[src/rtl/mlu_wide_seq.sv]
// Multi-word initiator for the 32-bit mlu: issues a WORDS*32-bit operation one word
// per cycle (LSW first), chaining carry and accumulating Z, then returns the result.
package common;
  typedef enum logic [2:0] {
    MLU_NOP0 = 3'd0,
    MLU_ADD  = 3'd1,
    MLU_SUB  = 3'd2,
    MLU_NOT  = 3'd3,
    MLU_AND  = 3'd4,
    MLU_OR   = 3'd5,
    MLU_XOR  = 3'd6,
    MLU_NOP1 = 3'd7
  } mlu_op_e;
endpackage

module mlu_wide_seq #(
  parameter int WORDS = 2
) (
  input  logic         clk,
  input  logic         rst,
  mlu_wide_seq_if.slave bus
);
  import common::*;

  localparam int W     = WORDS * 32;
  localparam int IDX_W = (WORDS > 1) ? $clog2(WORDS) : 1;

  typedef enum logic [1:0] {
    S_IDLE = 2'd0,
    S_EXEC = 2'd1,
    S_DONE = 2'd2
  } state_e;

  state_e              state_q,  state_d;
  logic [IDX_W-1:0]    idx_q,    idx_d;
  mlu_op_e             op_q,     op_d;
  logic [W-1:0]        a_q,      a_d;
  logic [W-1:0]        b_q,      b_d;
  logic [W-1:0]        result_q, result_d;
  logic                carry_q,  carry_d;
  logic                zacc_q,   zacc_d;
  logic                n_q,      n_d;

  logic last_word;
  logic is_arith;

  assign last_word = (idx_q == IDX_W'(WORDS - 1));
  assign is_arith  = (op_q == MLU_ADD) || (op_q == MLU_SUB);

  always_comb begin
    // NOTE: every combinational output gets a default before the case; any path
    // that skipped an assignment would otherwise infer a latch.
    state_d       = state_q;
    idx_d         = idx_q;
    op_d          = op_q;
    a_d           = a_q;
    b_d           = b_q;
    result_d      = result_q;
    carry_d       = carry_q;
    zacc_d        = zacc_q;
    n_d           = n_q;
    bus.req_ready = (state_q == S_IDLE) && !rst;
    bus.rsp_valid = 1'b0;
    bus.mlu_a     = '0;
    bus.mlu_b     = '0;
    bus.mlu_op    = MLU_NOP0;
    bus.mlu_c_in  = 1'b0;

    unique case (state_q)
      S_IDLE: begin
        if (bus.req_valid && bus.req_ready) begin
          op_d    = mlu_op_e'(bus.req_op);
          a_d     = bus.req_a;
          b_d     = bus.req_b;
          idx_d   = '0;
          zacc_d  = 1'b1;
          // Subtract is A + ~B + 1 in the mlu, so the first word always gets carry 1.
          carry_d = (mlu_op_e'(bus.req_op) == MLU_ADD) ? bus.req_c_in :
                    (mlu_op_e'(bus.req_op) == MLU_SUB);
          state_d = S_EXEC;
        end
      end

      S_EXEC: begin
        bus.mlu_a    = a_q[int'(idx_q)*32 +: 32];
        bus.mlu_b    = b_q[int'(idx_q)*32 +: 32];
        bus.mlu_op   = op_q;
        bus.mlu_c_in = carry_q;
        result_d[int'(idx_q)*32 +: 32] = bus.mlu_out;
        zacc_d  = zacc_q & bus.mlu_z;
        carry_d = is_arith & bus.mlu_c;
        idx_d   = idx_q + 1'b1;
        if (last_word) begin
          n_d     = bus.mlu_n;
          idx_d   = '0;
          state_d = S_DONE;
        end
      end

      S_DONE: begin
        bus.rsp_valid = 1'b1;
        if (bus.rsp_ready) begin
          state_d = S_IDLE;
        end
      end

      default: state_d = S_IDLE;
    endcase
  end

  assign bus.rsp_out = result_q;
  assign bus.rsp_z   = zacc_q;
  assign bus.rsp_c   = carry_q;
  assign bus.rsp_n   = n_q;

  // NOTE: state uses non-blocking assignments so every register samples the
  // pre-edge values; the datapath registers are reset too, because an aborted
  // operation must leave no partial result behind.
  always_ff @(posedge clk or posedge rst) begin
    if (rst) begin
      state_q  <= S_IDLE;
      idx_q    <= '0;
      op_q     <= MLU_NOP0;
      a_q      <= '0;
      b_q      <= '0;
      result_q <= '0;
      carry_q  <= 1'b0;
      zacc_q   <= 1'b0;
      n_q      <= 1'b0;
    end else begin
      state_q  <= state_d;
      idx_q    <= idx_d;
      op_q     <= op_d;
      a_q      <= a_d;
      b_q      <= b_d;
      result_q <= result_d;
      carry_q  <= carry_d;
      zacc_q   <= zacc_d;
      n_q      <= n_d;
    end
  end
endmodule

[src/rtl/mlu_wide_seq_if.sv]
// Bundled request, response and mlu-side signals for the multi-word mlu sequencer.
// The slave modport is the sequencer's view; the master modport is its environment's view.
interface mlu_wide_seq_if #(
  parameter int WORDS = 2
);
  localparam int W = WORDS * 32;

  logic         req_valid;
  logic         req_ready;
  logic [2:0]   req_op;
  logic [W-1:0] req_a;
  logic [W-1:0] req_b;
  logic         req_c_in;

  logic [31:0]  mlu_a;
  logic [31:0]  mlu_b;
  logic [2:0]   mlu_op;
  logic         mlu_c_in;
  logic [31:0]  mlu_out;
  logic         mlu_z;
  logic         mlu_c;
  logic         mlu_n;

  logic         rsp_valid;
  logic         rsp_ready;
  logic [W-1:0] rsp_out;
  logic         rsp_z;
  logic         rsp_c;
  logic         rsp_n;

  modport slave (
    input  req_valid, req_op, req_a, req_b, req_c_in,
    output req_ready,
    output mlu_a, mlu_b, mlu_op, mlu_c_in,
    input  mlu_out, mlu_z, mlu_c, mlu_n,
    output rsp_valid, rsp_out, rsp_z, rsp_c, rsp_n,
    input  rsp_ready
  );

  modport master (
    output req_valid, req_op, req_a, req_b, req_c_in,
    input  req_ready,
    input  mlu_a, mlu_b, mlu_op, mlu_c_in,
    output mlu_out, mlu_z, mlu_c, mlu_n,
    input  rsp_valid, rsp_out, rsp_z, rsp_c, rsp_n,
    output rsp_ready
  );
endinterface

[src/flat_wrapper.sv]
// flat-port wrapper written by rule: the top's interface ports become plain ports
module mlu_wide_seq_flat import common::*;
#(
  parameter int WORDS = 2
)
  (clk, rst, bus_req_valid, bus_req_op, bus_req_a, bus_req_b, bus_req_c_in, bus_req_ready, bus_mlu_a, bus_mlu_b, bus_mlu_op, bus_mlu_c_in, bus_mlu_out, bus_mlu_z, bus_mlu_c, bus_mlu_n, bus_rsp_valid, bus_rsp_out, bus_rsp_z, bus_rsp_c, bus_rsp_n, bus_rsp_ready);
  mlu_wide_seq_if #(.WORDS(WORDS)) bus_i ();
  input  logic clk;
  input  logic rst;
  input wire logic [$bits(bus_i.req_valid)-1:0] bus_req_valid;
  input wire logic [$bits(bus_i.req_op)-1:0] bus_req_op;
  input wire logic [$bits(bus_i.req_a)-1:0] bus_req_a;
  input wire logic [$bits(bus_i.req_b)-1:0] bus_req_b;
  input wire logic [$bits(bus_i.req_c_in)-1:0] bus_req_c_in;
  output wire logic [$bits(bus_i.req_ready)-1:0] bus_req_ready;
  output wire logic [$bits(bus_i.mlu_a)-1:0] bus_mlu_a;
  output wire logic [$bits(bus_i.mlu_b)-1:0] bus_mlu_b;
  output wire logic [$bits(bus_i.mlu_op)-1:0] bus_mlu_op;
  output wire logic [$bits(bus_i.mlu_c_in)-1:0] bus_mlu_c_in;
  input wire logic [$bits(bus_i.mlu_out)-1:0] bus_mlu_out;
  input wire logic [$bits(bus_i.mlu_z)-1:0] bus_mlu_z;
  input wire logic [$bits(bus_i.mlu_c)-1:0] bus_mlu_c;
  input wire logic [$bits(bus_i.mlu_n)-1:0] bus_mlu_n;
  output wire logic [$bits(bus_i.rsp_valid)-1:0] bus_rsp_valid;
  output wire logic [$bits(bus_i.rsp_out)-1:0] bus_rsp_out;
  output wire logic [$bits(bus_i.rsp_z)-1:0] bus_rsp_z;
  output wire logic [$bits(bus_i.rsp_c)-1:0] bus_rsp_c;
  output wire logic [$bits(bus_i.rsp_n)-1:0] bus_rsp_n;
  input wire logic [$bits(bus_i.rsp_ready)-1:0] bus_rsp_ready;
  assign bus_i.req_valid = bus_req_valid;
  assign bus_i.req_op = bus_req_op;
  assign bus_i.req_a = bus_req_a;
  assign bus_i.req_b = bus_req_b;
  assign bus_i.req_c_in = bus_req_c_in;
  assign bus_req_ready = bus_i.req_ready;
  assign bus_mlu_a = bus_i.mlu_a;
  assign bus_mlu_b = bus_i.mlu_b;
  assign bus_mlu_op = bus_i.mlu_op;
  assign bus_mlu_c_in = bus_i.mlu_c_in;
  assign bus_i.mlu_out = bus_mlu_out;
  assign bus_i.mlu_z = bus_mlu_z;
  assign bus_i.mlu_c = bus_mlu_c;
  assign bus_i.mlu_n = bus_mlu_n;
  assign bus_rsp_valid = bus_i.rsp_valid;
  assign bus_rsp_out = bus_i.rsp_out;
  assign bus_rsp_z = bus_i.rsp_z;
  assign bus_rsp_c = bus_i.rsp_c;
  assign bus_rsp_n = bus_i.rsp_n;
  assign bus_i.rsp_ready = bus_rsp_ready;
  mlu_wide_seq #(.WORDS(WORDS)) u_core (.clk(clk), .rst(rst), .bus(bus_i));
endmodule
[config.mk]
export PLATFORM = sky130hd
export DESIGN_NAME = mlu_wide_seq_flat
export DESIGN_NICKNAME = d
export VERILOG_FILES = /design/src/rtl/mlu_wide_seq.sv /design/src/rtl/mlu_wide_seq_if.sv /design/src/flat_wrapper.sv
export SDC_FILE = /design/constraint.sdc
export NUM_CORES = 1
export LEC_CHECK = 0
export ABC_CLOCK_PERIOD_IN_PS = 17100
export CAP_MARGIN = 10
export CELL_PAD_IN_SITES_DETAIL_PLACEMENT = 1
export CELL_PAD_IN_SITES_GLOBAL_PLACEMENT = 2
export CORE_UTILIZATION = 29
export CTS_CLUSTER_SIZE = 30
export DETAILED_ROUTE_END_ITERATION = 8
export HOLD_SLACK_MARGIN = 0.15
export PLACE_DENSITY_LB_ADDON = 0.1
export SYNTH_ARGS = -nofsm -noshare
export SYNTH_HDL_FRONTEND = slang
export SYNTH_SLANG_ARGS = --single-unit
[constraint.sdc]
create_clock -name clk -period 17.1 [get_ports clk]
set_input_delay 2.565 -clock clk [delete_from_list [all_inputs] [get_ports clk]]
set_output_delay 2.565 -clock clk [all_outputs]
set_load 0.02 [all_outputs]
# Word-level counts from Yosys, hierarchy flattened
# Index checks and enable logic that the tools add are counted.
# op_classes
mux	18
multipliers	0
shift	4
n_addsub	2
n_reduce_logical	10
div_mod_pow	0
order_cmp	0
n_bitwise	2
n_eq_ne	9
# op_table
cell	count
variable part select 64 x 7 -> 32 bit	2
bitwise mux 64 bit	1
2-to-1 mux 32 bit	2
variable shift 32 x 33 -> 64 bit (first input constant)	1
variable part select 32 x 33 -> 64 bit	1
negator 6 -> 33 bit	1
2-to-1 mux 1 bit	7
equality test 3 x 1 -> 1 bit (second input constant)	2
equality test 3 x 2 -> 1 bit (second input constant)	2
2-to-1 mux 2 bit	3
case mux 1 bit (2 select lines)	3
case mux 2 bit (3 select lines)	1
AND reduction 2 bit	3
inequality test 2 bit (second input constant)	2
2-to-1 mux 3 bit	1
AND reduction 3 bit	1
bitwise AND 1 bit	2
equality test 2 x 1 -> 1 bit (second input constant)	1
equality test 2 bit (second input constant)	1
logical AND 1 bit	2
logical NOT 2 bit	1
inequality test 2 x 1 -> 1 bit (second input constant)	1
nonzero test 2 bit	1
adder 1 bit (second input constant)	1
other kinds (2)	2
# totals
register_bits	201
ramBits	0
rom_bits	0
output_inout_bits	137
in_bits	171
word_cells	54
n_memories	0
latch_bits	0

# Depth between registers and ports, before layout
# depth
ltp_word	5
mapped_depth	6

# Least setup slack after synthesis
# No wires, ideal clock.
# synth_path
kind	input-to-output
start	input port rst
end	output port bus_req_ready
path_stages	1
setup_slack_ns	11.515
required_ns	14.535
arrival_ns	3.020
cell_sequence	nor3_1
# synth_between
elab_chain_len	2
# synth_lines
element	line_no	text
start, declared	flat_wrapper.sv:9	input logic rst;
logical NOT 1 bit	mlu_wide_seq.sv:62	bus.req_ready = (state_q == S_IDLE) && !rst;
logical AND 1 bit	mlu_wide_seq.sv:62	
end, declared	flat_wrapper.sv:15	output wire logic [$bits(bus_i.req_ready)-1:0] bus_req_ready;
# Every way passes these cells.

# Worst setup path after layout
# Ends and elaborated chain as after synthesis.

==> impl_metrics.py <==
metrics = {
    "die": {
        "die_x_um": 173,
        "die_height_um": 173,
        "pin_count": 308,
        "die_area_um2": 30100,
        "core_um2": 28800,
        "initial_core_util": 0.296,
        "num_rows": 62,
    },
    "global_route": {
        "first_global_vias": 7393,
        "grt_use_total": 0.175,
        "grt_max_degree": 131,
        "grt_overflow": 0,
        "antenna_found_initial": 0,
        "grt_pass1_wl_um": 41800,
    },
    "sta": {
        "fin_skew_ps": 7.59,
        "setup_tns_ps": 0,
        "rsz0062_at_grt": "no",
        "period_minus_slack_ps": 6550,
        "max_freq_ghz": 0.153,
        "tightest_slew_ps": 970,
        "setup_viol": 0,
        "drv_slew": 0,
        "hold_violations": 0,
        "whs_ps": 469,
        "slew-limit-headroom": 0.353,
        "finalCritPeriodShare": 0.383,
    },
    "power": {
        "p_leak_nw": 5.88,
        "ir_drop_mv": 0.0914,
        "power_density_nw_per_um2": 191,
    },
    "setup_path": {
        "path_delay_family": "buffers and inverters",
        "path_max_fanout": 4,
        "end_kind": "output port",
        "critPathMaxStageDelay_ps": 640,
        "cp_data_arrival_time_ps": 3980,
        "r2r_setup_slack_ps": 14570,
        "crit_type": "in2out",
        "slowest_stage": "clkdlybuf4s50_1",
        "r2r-start": "u_core.state_q[0]",
        "r2r_cells": 5,
        "startpoint_type": "primary input",
        "critPathBufInv": 2,
        "required_ps": 14530,
        "crit_top_cell": "clkdlybuf4s50_1",
        "worstPathCellList": "clkdlybuf4s50_1, nor3_1, clkdlybuf4s50_1",
        "r2r-end": "u_core.a_q[47]",
    },
    "layout": {
        "layout.cells.most_common": "nand2_1",
        "seq_area_um2": 5030,
        "multiInputGateArea_um2": 3270,
        "mostFrequentLayoutCells": "395 x nand2_1, 307 x clkdlybuf4s50_1, 200 x dfrtp_1",
        "syn2layout_area_growth_pct": 49.8,
        "drive_gt1_frac": 0.0999,
        "nFillCells": 3230,
        "antenna_cells": 0,
        "finalNetCount": 1324,
    },
    "logic_synthesis": {
        "netlist_instances": 864,
        "yosys.area_share.simple": 0.215,
        "synth_cell_types": 24,
        "netlist_area_um2": 8520,
        "synth_fa_ha_area_frac": 0,
        "synthesis.nets": 1035,
        "synth_top_family_by_area": "simple AND/OR/NAND/NOR gates",
        "synthMuxAreaShare": 0.161,
        "synth-xor-area-share": 0.00103,
        "avgSynthCellArea_um2": 9.86,
        "ys_seq_elements": 201,
        "synth_compound_area_frac": 0.00441,
        "yosysWarnings": 0,
        "yosysSeqAreaShare": 0.590,
    },
    "drt": {
        "drt_wl_total_um": 25900,
        "via_count": 6864,
        "via_per_inst": 4.41,
        "drcViolationCount": 0,
        "drt_iter0_markers": 221,
        "dr.pass1.iters": 4,
        "wl_per_cell_um": 16.6,
        "drtAntennaViolNets": 0,
    },
    "clock_tree": {
        "post_cts_buffers": 0,
        "post_cts_resized": 0,
        "h-tree-depth": 1,
        "clk_latency_ps": 510,
        "path_clk_slew_ps": 50,
        "cts.sinks": 201,
        "clockRootBuffer": "clkbuf_16",
        "cts_made_buffers": 24,
        "cts_hold_buffers": 0,
        "cts_tree": "built",
        "clock_path_buffers": 3,
    },
    "min_path": {
        "hold_end": "u_core.b_q[10]",
        "hold_depth": 2,
        "worstHoldPathType": "reg2reg",
        "hp-start": "u_core.b_q[10]",
    },
    "placed_design": {
        "hpwl_um": 16900,
        "port_buffers": 307,
        "routabilityCongestion": 0.731,
    },
    "job": {
        "cap_violations": 0,
    },
    "run_status": {
        "status": "completed",
    },
}
state kept, by name, summed over array words and instances (netlist names):
register            cells
u_core.a_q             64
u_core.idx_q            1
u_core.bus.rsp_c        1
u_core.bus.rsp_out     64
u_core.op_q             3
u_core.b_q             64
u_core.bus.rsp_z        1
u_core.state_q          2
u_core.bus.rsp_n        1
stage by stage:
step | utilization | cell area [um2] | power, W | setup slack (ps) | instances
2_1_floorplan | - | 8520 | 0.00147 | 9050 | 864
3_3_place_gp | 0.414 | 11900 | 0.00192 | 10570 | 1511
3_5_place_dp | 0.414 | 11900 | 0.00195 | 10540 | 1511
4_1_cts | 0.443 | 12800 | 0.00250 | 10540 | 1555
5_1_grt | 0.443 | 12800 | 0.00262 | 10500 | 1555
6_report | 0.443 | 12800 | 0.00244 | 10550 | 1555
worst max path at each step:
stage	startpoint	end	slack, ps	depth (start not counted)
floorplan	rst	u_core.a_q[0]	9050	1
global placement	rst	bus_req_ready	10570	3
detailed placement	rst	bus_req_ready	10540	3
CTS	rst	bus_req_ready	10540	3
global route	rst	bus_req_ready	10500	3
finish	rst	bus_req_ready	10550	3
logic make-up after synthesis:
| group | Yosys count |
|---|---|
| buf+inv | 53 |
| compound gates | 6 |
| xor+xnor | 1 |
| flops | 201 |
| mux | 129 |
| simple gates | 474 |
routing by layer:
| layer | track usage | wire [um] |
|---|---|---|
| met4 | 0.0380 | 518 |
| met1 | 0.222 | 11200 |
| met5 | 0 | 0 |
| met2 | 0.294 | 12300 |
| met3 | 0.0504 | 1880 |
tightest hold or removal path, cell delays in order (launching register included):
cell     delay [ps]
dfrtp_1         340
nand2_1          50
nand2_1          50
final cells by class:
class,count,area share
clock inverters,8,0.00784
clock buffers,36,0.0578
repair buffers,314,0.245
multi-input cells,610,0.256
flip-flops and latches,201,0.394
inverters,2,0.00118
well taps,384,0.0377
cells in the mapped netlist (all sizes together):
library cell	instances	area (um2)
a211oi	1	7.51
a311o	1	10.0
and2	4	25.0
buf	32	164
clkbuf	19	71.3
dfrtp	201	5030
inv	2	7.51
mux2	65	732
mux2i	64	641
nand2	395	1480
nand2b	3	18.8
nand3	1	5.00
nand3b	1	7.51
nor2	65	244
nor2b	1	6.26
nor3	1	5.00
nor4b	2	23.8
o21ai	4	20.0
or4b	1	10.0
xnor2	1	8.76
report_power, final:
part	internal (W)	switching [W]	leakage (nW)
Combinational	0.000509	0.000548	3.03
Clock	0.000327	0.000202	0.400
Sequential	0.000720	0.000137	2.45
Note: power is estimated with default switching activity, not from simulation.
